--- src/rtl/pixel_stream_proc.sv ---
`default_nettype none
// +--------------------------------------------------------------------------+
// | pixel_stream_proc: 2-stage pixel point-op pipeline with frame shadows.   |
// | Optional PIXPROC_STATS_EN adds frame/stall counters at 0x14/0x15.        |
// | Revision: 1.0                                                            |
// +--------------------------------------------------------------------------+
module pixel_stream_proc #(
  parameter int DATA_WIDTH = 8,
  parameter int IMG_WIDTH  = 32,
  parameter int IMG_HEIGHT = 32
) (
  input  logic                  clk,
  input  logic                  rstn,
  input  logic                  s_valid,
  output logic                  s_ready,
  input  logic [DATA_WIDTH-1:0] s_data,
  output logic                  m_valid,
  input  logic                  m_ready,
  output logic [DATA_WIDTH-1:0] m_data,
  output logic                  m_last,
  input  logic                  reg_write_en,
  input  logic [4:0]            reg_addr,
  input  logic [7:0]            reg_wdata,
  output logic [7:0]            reg_rdata
);

  localparam int CW = (IMG_WIDTH  > 1) ? $clog2(IMG_WIDTH)  : 1;
  localparam int RW = (IMG_HEIGHT > 1) ? $clog2(IMG_HEIGHT) : 1;
  localparam int PW = DATA_WIDTH + 8;
  localparam int SW = PW + 1;
  localparam logic [DATA_WIDTH-1:0] MAX_VAL = '1;
  localparam logic [4:0] ADDR_MODE   = 5'h00;
  localparam logic [4:0] ADDR_THRESH = 5'h01;
  localparam logic [4:0] ADDR_GAIN   = 5'h02;
  localparam logic [4:0] ADDR_OFFSET = 5'h03;
  localparam logic [4:0] ADDR_STATUS = 5'h10;
  localparam logic [4:0] ADDR_ID     = 5'h11;
  localparam logic [7:0] ID_VALUE    = 8'hA6;
`ifdef PIXPROC_STATS_EN
  localparam logic [4:0] ADDR_FRAMES = 5'h14;
  localparam logic [4:0] ADDR_STALLS = 5'h15;
`endif

  logic [1:0] mode, sh_mode;
  logic [7:0] thresh, gain, offset, sh_thresh, sh_gain, sh_offset;
  logic       frame_done;

  logic [CW-1:0] col;
  logic [RW-1:0] row;

  logic                  s1_valid, s1_last;
  logic [DATA_WIDTH-1:0] s1_data;

  logic en, in_acc, out_acc, col_end, row_end, first_px, busy;
  logic [PW-1:0]         scaled;
  logic signed [SW-1:0]  off_ext, sum_val;
  logic [DATA_WIDTH-1:0] proc_out;

  assign en       = !m_valid || m_ready;
  assign s_ready  = en;
  assign in_acc   = s_valid && en;
  assign out_acc  = m_valid && m_ready;
  assign col_end  = (col == CW'(IMG_WIDTH - 1));
  assign row_end  = (row == RW'(IMG_HEIGHT - 1));
  assign first_px = (col == '0) && (row == '0);
  assign busy     = s1_valid || m_valid || (col != '0) || (row != '0);

  // Gain is Q4.4; offset is scaled up so it stays aligned to the pixel MSBs.
  assign scaled  = (PW'(s1_data) * PW'(sh_gain)) >> 4;
  assign off_ext = $signed({{(SW-8){sh_offset[7]}}, sh_offset}) <<< (DATA_WIDTH - 8);
  assign sum_val = $signed({1'b0, scaled}) + off_ext;

  always_comb begin
    proc_out = s1_data;
    case (sh_mode)
      2'd0: proc_out = s1_data;
      2'd1: proc_out = MAX_VAL - s1_data;
      2'd2: proc_out = (s1_data[DATA_WIDTH-1 -: 8] >= sh_thresh) ? MAX_VAL : '0;
      default: begin
        if (sum_val[SW-1])
          proc_out = '0;
        else if (|sum_val[SW-2:DATA_WIDTH])
          proc_out = MAX_VAL;
        else
          proc_out = sum_val[DATA_WIDTH-1:0];
      end
    endcase
  end

  always_ff @(posedge clk or negedge rstn) begin
    if (!rstn) begin
      mode   <= 2'd0;
      thresh <= 8'h80;
      gain   <= 8'h10;
      offset <= 8'h00;
    end else if (reg_write_en) begin
      case (reg_addr)
        ADDR_MODE:   mode   <= reg_wdata[1:0];
        ADDR_THRESH: thresh <= reg_wdata;
        ADDR_GAIN:   gain   <= reg_wdata;
        ADDR_OFFSET: offset <= reg_wdata;
        default: ;
      endcase
    end
  end

  // Shadows sample the pre-write register values, so a coincident write lands next frame.
  always_ff @(posedge clk or negedge rstn) begin
    if (!rstn) begin
      sh_mode   <= 2'd0;
      sh_thresh <= 8'h80;
      sh_gain   <= 8'h10;
      sh_offset <= 8'h00;
    end else if (in_acc && first_px) begin
      sh_mode   <= mode;
      sh_thresh <= thresh;
      sh_gain   <= gain;
      sh_offset <= offset;
    end
  end

  always_ff @(posedge clk or negedge rstn) begin
    if (!rstn) begin
      col <= '0;
      row <= '0;
    end else if (in_acc) begin
      if (col_end) begin
        col <= '0;
        row <= row_end ? '0 : row + RW'(1);
      end else begin
        col <= col + CW'(1);
      end
    end
  end

  always_ff @(posedge clk or negedge rstn) begin
    if (!rstn) begin
      s1_valid <= 1'b0;
      s1_data  <= '0;
      s1_last  <= 1'b0;
      m_valid  <= 1'b0;
      m_data   <= '0;
      m_last   <= 1'b0;
    end else if (en) begin
      s1_valid <= s_valid;
      if (in_acc) begin
        s1_data <= s_data;
        s1_last <= col_end && row_end;
      end
      m_valid <= s1_valid;
      m_data  <= proc_out;
      m_last  <= s1_valid && s1_last;
    end
  end

  always_ff @(posedge clk or negedge rstn) begin
    if (!rstn)
      frame_done <= 1'b0;
    else if (out_acc && m_last)
      frame_done <= 1'b1;
    else if (reg_write_en && (reg_addr == ADDR_STATUS) && reg_wdata[1])
      frame_done <= 1'b0;
  end

`ifdef PIXPROC_STATS_EN
  logic [7:0] frame_cnt, stall_cnt;

  always_ff @(posedge clk or negedge rstn) begin
    if (!rstn) begin
      frame_cnt <= 8'd0;
      stall_cnt <= 8'd0;
    end else if (reg_write_en && (reg_addr == ADDR_FRAMES)) begin
      frame_cnt <= 8'd0;
      stall_cnt <= 8'd0;
    end else begin
      if (out_acc && m_last)
        frame_cnt <= frame_cnt + 8'd1;
      if (m_valid && !m_ready && (stall_cnt != 8'hFF))
        stall_cnt <= stall_cnt + 8'd1;
    end
  end
`endif

  always_comb begin
    reg_rdata = 8'h00;
    case (reg_addr)
      ADDR_MODE:   reg_rdata = {6'd0, mode};
      ADDR_THRESH: reg_rdata = thresh;
      ADDR_GAIN:   reg_rdata = gain;
      ADDR_OFFSET: reg_rdata = offset;
      ADDR_STATUS: reg_rdata = {6'd0, frame_done, busy};
      ADDR_ID:     reg_rdata = ID_VALUE;
`ifdef PIXPROC_STATS_EN
      ADDR_FRAMES: reg_rdata = frame_cnt;
      ADDR_STALLS: reg_rdata = stall_cnt;
`endif
      default:     reg_rdata = 8'h00;
    endcase
  end

endmodule
`default_nettype wire

--- config.mk ---
export PLATFORM = sky130hd
export DESIGN_NAME = pixel_stream_proc
export DESIGN_NICKNAME = d
export VERILOG_FILES = /design/src/rtl/pixel_stream_proc.sv
export SDC_FILE = /design/constraint.sdc
export NUM_CORES = 1
export LEC_CHECK = 0
export CORE_MARGIN = 2
export CORE_UTILIZATION = 40
export CTS_BUF_LIST = sky130_fd_sc_hd__clkbuf_8
export DETAILED_ROUTE_END_ITERATION = 7
export PLACE_DENSITY = 0.66
export SLEW_MARGIN = 5
export SYNTH_ARGS = -nofsm -noshare
export SYNTH_HDL_FRONTEND = slang
export SYNTH_SLANG_ARGS = --single-unit
--- constraint.sdc ---
create_clock -name clk -period 5.45 [get_ports clk]
set_clock_uncertainty 0.2 [all_clocks]
set_input_delay 1.3625 -clock clk [delete_from_list [all_inputs] [get_ports clk]]
set_output_delay 1.3625 -clock clk [all_outputs]
set_load 0.01 [all_outputs]
* Word level (Yosys, flattened, before mapping)
Index checks and enable logic that the tools add are counted.
** Word-level totals
- Bits in registers :: 83
- Bits of input ports :: 26
** Operators by class
- Eq/ne operators :: 9
- $add $sub $neg :: 4
- Multiplexer cells :: 9
- Reduce and logical (&&, ||, !) cells :: 28
- Multipliers :: 1
- $lt $le $gt $ge :: 1
** Operators with widths (count)
- one-hot mux 8 bit (6 select lines) :: 1
- 2-to-1 mux 8 bit :: 3
- one-hot mux 8 bit (3 select lines) :: 1
- equality test 5 bit (second input constant) :: 4
- multiplier 8 x 8 -> 16 bit :: 1
- logical NOT 5 bit :: 3
- adder 13 x 8 -> 14 bit :: 1
- AND reduction 2 bit :: 6
- adder 5 x 1 -> 5 bit (second input constant) :: 2
- equality test 5 x 2 -> 1 bit (second input constant) :: 2
- 2-to-1 mux 5 bit :: 2
- nonzero test 5 bit :: 2
- logical AND 1 bit :: 9
- greater-or-equal comparator 8 bit :: 1
- OR reduction 8 bit :: 1
- subtractor 8 bit (first input constant) :: 1
- equality test 5 x 1 -> 1 bit (second input constant) :: 1
- logical OR 1 bit :: 4
- equality test 2 x 1 -> 1 bit (second input constant) :: 1
- equality test 2 bit (second input constant) :: 1
- logical NOT 2 bit :: 1
- 2-to-1 mux 1 bit :: 2
- nonzero test 2 bit :: 1
- logical NOT 1 bit :: 1

* Logic depth before layout (Yosys ltp)
- Depth after elaboration :: 6
- Gate-level depth with buffers :: 24
- Depth with buffers taken out :: 22

* Least setup slack after synthesis
Ideal clock, no wire load.
- Path kind :: reg2reg
- From :: reg s1_data[1]
- To :: reg m_data[2]
- Slack :: -309 ps
- Required time :: 5121 ps
- Stages on the path, launching flop included :: 22
- Arrival time :: 5429 ps
- Cell sequence :: dfrtp_1 -> buf_2 -> and2_1 -> fa_1 -> fa_1 -> inv_1 -> fa_1 -> inv_1 -> fa_1 -> ha_1 -> a21oi_1 -> o21bai_1 -> a2111oi_2 -> nor2_1 -> xor2_1 -> ha_1 -> and3_2 -> o211a_4 -> a211oi_1 -> o22ai_2 -> nor4_1 -> a21oi_1
** On the way
- Cells in the longest elaborated chain, start to end :: 6
- Elaborated cells between the ends (all ways) :: 9
- Classes of those cells :: add/sub: 2; mul: 1; order compare: 1; mux: 4; reduce/logical: 1
** Ends and longest elaborated chain
- start, declared :: RTL line 52 : logic [DATA_WIDTH-1:0] s1_data;
- start signal, assigned :: RTL line 147 : s1_data <= s_data;
- multiplier 8 x 8 -> 16 bit :: RTL line 69 : assign scaled = (PW'(s1_data) * PW'(sh_gain)) >> 4;
- adder 13 x 8 -> 14 bit :: RTL line 71 : assign sum_val = $signed({1'b0, scaled}) + off_ext;
- OR reduction 8 bit :: RTL line 82 : else if (|sum_val[SW-2:DATA_WIDTH])
- 2-to-1 mux 8 bit :: RTL line 82
- 2-to-1 mux 8 bit :: RTL line 80 : if (sum_val[SW-1])
- one-hot mux 8 bit (3 select lines) (*) :: RTL line 75 : case (sh_mode)
- end signal, assigned :: RTL line 151 : m_data <= proc_out;
- end, declared :: RTL line 19 : output logic [DATA_WIDTH-1:0] m_data,
Mark *: on every way between the ends. The rest lies on a longest branch, timed or not.
A chain may end at the register's enable or synchronous reset.

* Worst setup path in the final report
- From :: reg sh_gain[4]
- To :: reg m_data[3]
** On the way
- Cells in the longest elaborated chain, start to end :: 6
** Ends and longest elaborated chain
- start, declared :: RTL line 45 : logic [7:0] thresh, gain, offset, sh_thresh, sh_gain, sh_offset;
- start signal, assigned :: RTL line 117 : sh_gain <= gain;
- multiplier 8 x 8 -> 16 bit (*) :: RTL line 69
- adder 13 x 8 -> 14 bit (*) :: RTL line 71
- OR reduction 8 bit :: RTL line 82
- 2-to-1 mux 8 bit :: RTL line 82
- 2-to-1 mux 8 bit (*) :: RTL line 80
- one-hot mux 8 bit (3 select lines) (*) :: RTL line 75
Marked as above.

==> reports/metrics.csv <==
metric,value,unit
coreArea,16600,sq um
cp_max_fo,8,
timing.fmax,0.175,GHz
slew_headroom,30.1,%
syn_inst,635,
gp_congestion,0.832,
fin_nets,844,
startpoint_type,flip-flop,
dp.cells,924,
worstMarginPinSlew,1050,ps
violations,setup timing,
drive_above_1_share,31.1,%
wl_per_cell,16.8,microns
synth_cell_types,71,
clock-sinks,83,
place_hpwl,12.6,mm
ys.flop_type,dfrtp_1,
crit_type,reg2reg,
seq_area_frac_synth,30.8,%
synth_common_cells,"dfrtp_1 (79), mux2_2 (67), ha_1 (60)",
start_util,40.8,%
drc,0,
synth_edf_count,0,
post-route-period-util,105,%
end_kind,flip-flop,
fin_crit,5710,ps
cts.path.max_buffers,2,
cp.arrival,5750,ps
numCtsBuffers,9,
cp.required,5490,ps
die_w,134,microns
peakVddDrop,0.000187,V
fin_ws,-256,ps
power.density,236,nW/um^2
ys_ff_latch,83,
ys_warn_count,0,
grt_usage,18.7,%
setup_viol,8,
worstSkewPairLatency,360,ps
async_flop_share,100,%
yosysTopAreaCell,dfrtp_1,
status,"complete, but fails checks",
overflow,0,
root_buffer,clkbuf_8,
grt_max_degree,84,
via_count,5044,
final_util,50.7,%
dr.pass1.iters,6,
synthesis.area,6770,sq um
via_per_inst,5.33,
grt_pass1_wl,27.1,mm
grt_pass1_vias,5402,
max-cap-violations,0,
io_pins,45,
clk_pin_slew_worst_paths,90,ps
drt_wl_total,15.9,mm
io_buffers,44,
leakage,4.01,nW
cts_htree_levels,3,
rows,47,
netlist.area_leader.share,29.2,%
die_area,18000,sq um
grt_setup_unrepaired,true,
final.setup.tns,-1870,ps
hold_slack,314,ps
syn_to_final_growth,24.2,%
die_h,134,microns
dp_slack,-365,ps
hold_viol,0,
cts_tree,built,
ant_nets,0,
hold_path.class,reg2reg,
syn_avg_cell_area,10.7,sq um
antenna_found_initial,0,
syn-num-nets,758,
diodes,0,
synth_area_leaders,"dfrtp_1 (29%), mux2_2 (11%), ha_1 (11%), fa_1 (11%), and2_1 (5.0%)",
synth_most_common_cell,dfrtp_1,
drv_slew,0,
detail_route.iter0.violations,190,
fin_cells,946,
==> final cells by class <==
class                      instances  area [sq um]
tap                              220           275
multi-input combinational        471          4730
inverter                          58           218
timing repair buffer              98           872
sequential                        83          2090
fill                            1457          8170
clock buffer                      10           138
clock inverter                     6          90.1
==> timing repair <==
action	4_1_cts	5_1_grt
endpoints found under the setup margin	8	8
pin swaps	27	6
hold buffers	0	0
hold endpoints to repair	0	0
buffers inserted	5	1
resized for setup	32	6
==> layer usage <==
layer,global-route usage [%],vias to the layer above,share of wire [%]
li1,-,2427,-
met1,23.4,2532,43
met2,34.9,76,54
met3,2.27,9,2.5
met4,3.39,0,0.75
met5,0,-,0
==> where the power goes <==
group | switching (mW) | total [mW] | internal [mW]
registers | 0.117 | 0.841 | 0.724
logic | 0.301 | 0.643 | 0.343
clock network | 0.228 | 0.500 | 0.272
==> stage by stage <==
stage | power [mW] | instance area (sq um)
3_3_place_gp | 1.41 | 7920
3_5_place_dp | 1.43 | 7920
4_1_cts | 1.98 | 8350
6_report | 1.98 | 8410
2_1_floorplan | 1.20 | 7070
5_1_grt | 2.11 | 8410
==> logic make-up after synthesis <==
kind of cell             share of synthesized area, %
multiplexers                                     12.0
buffers and inverters                            5.47
XOR/XNOR                                         3.23
AO/OA/AOI/OAI                                    13.4
flip-flops                                       30.8
adder cells (fa/ha/maj)                          22.0
AND/OR/NAND/NOR                                  13.1
==> layout by cell type, fill, tap and decap left out, types with 9 or more instances in the layout <==
cell type,instances
dfrtp_1,73
mux2_2,67
inv_1,55
buf_4,52
ha_1,49
and2_1,47
clkdlybuf4s50_1,43
fa_1,31
nand2_1,24
o21ai_0,21
nor2_1,20
a21oi_1,15
xnor2_1,15
nand3_1,11
ha_4,11
a21o_1,10
xor2_1,10
clkbuf_8,10
o221ai_1,9
==> flip-flops by register name (all words and copies together) (netlist names), 8 cells and up <==
name and count:
sh_gain 8, gain 8, sh_thresh 8, sh_offset 8
m_data 8, offset 8, thresh 8, s1_data 8
==> critical path: stages, from the launching register on <==
cell and delay, ps:
dfstp_2 610, nand2_2 70, fa_1 450, fa_1 490, inv_1 50, fa_1 460
fa_1 590, ha_4 220, a21o_1 160, a31o_4 210, buf_4 130, xor2_1 140
ha_1 340, and3_2 220, a221oi_2 270, a21oi_1 170, mux2i_4 220, buf_12 170
nor4_4 310, a21oi_2 90
==> final timing paths <==
kind / from / to / slack [ps] / cells after the start
setup / recovery: sh_gain[4] / m_data[3] / -260 / 19
hold / removal: sh_thresh[6] / sh_thresh[6] / 310 / 1
setup reg to reg: sh_gain[4] / m_data[3] / -260 / 19
hold reg to reg: sh_thresh[6] / sh_thresh[6] / 310 / 1
max in group asynchronous: rstn / sh_gain[6] / 3320 / 1
min in group asynchronous: rstn / offset[7] / 970 / 1
Power figures use the tool's default switching activity.
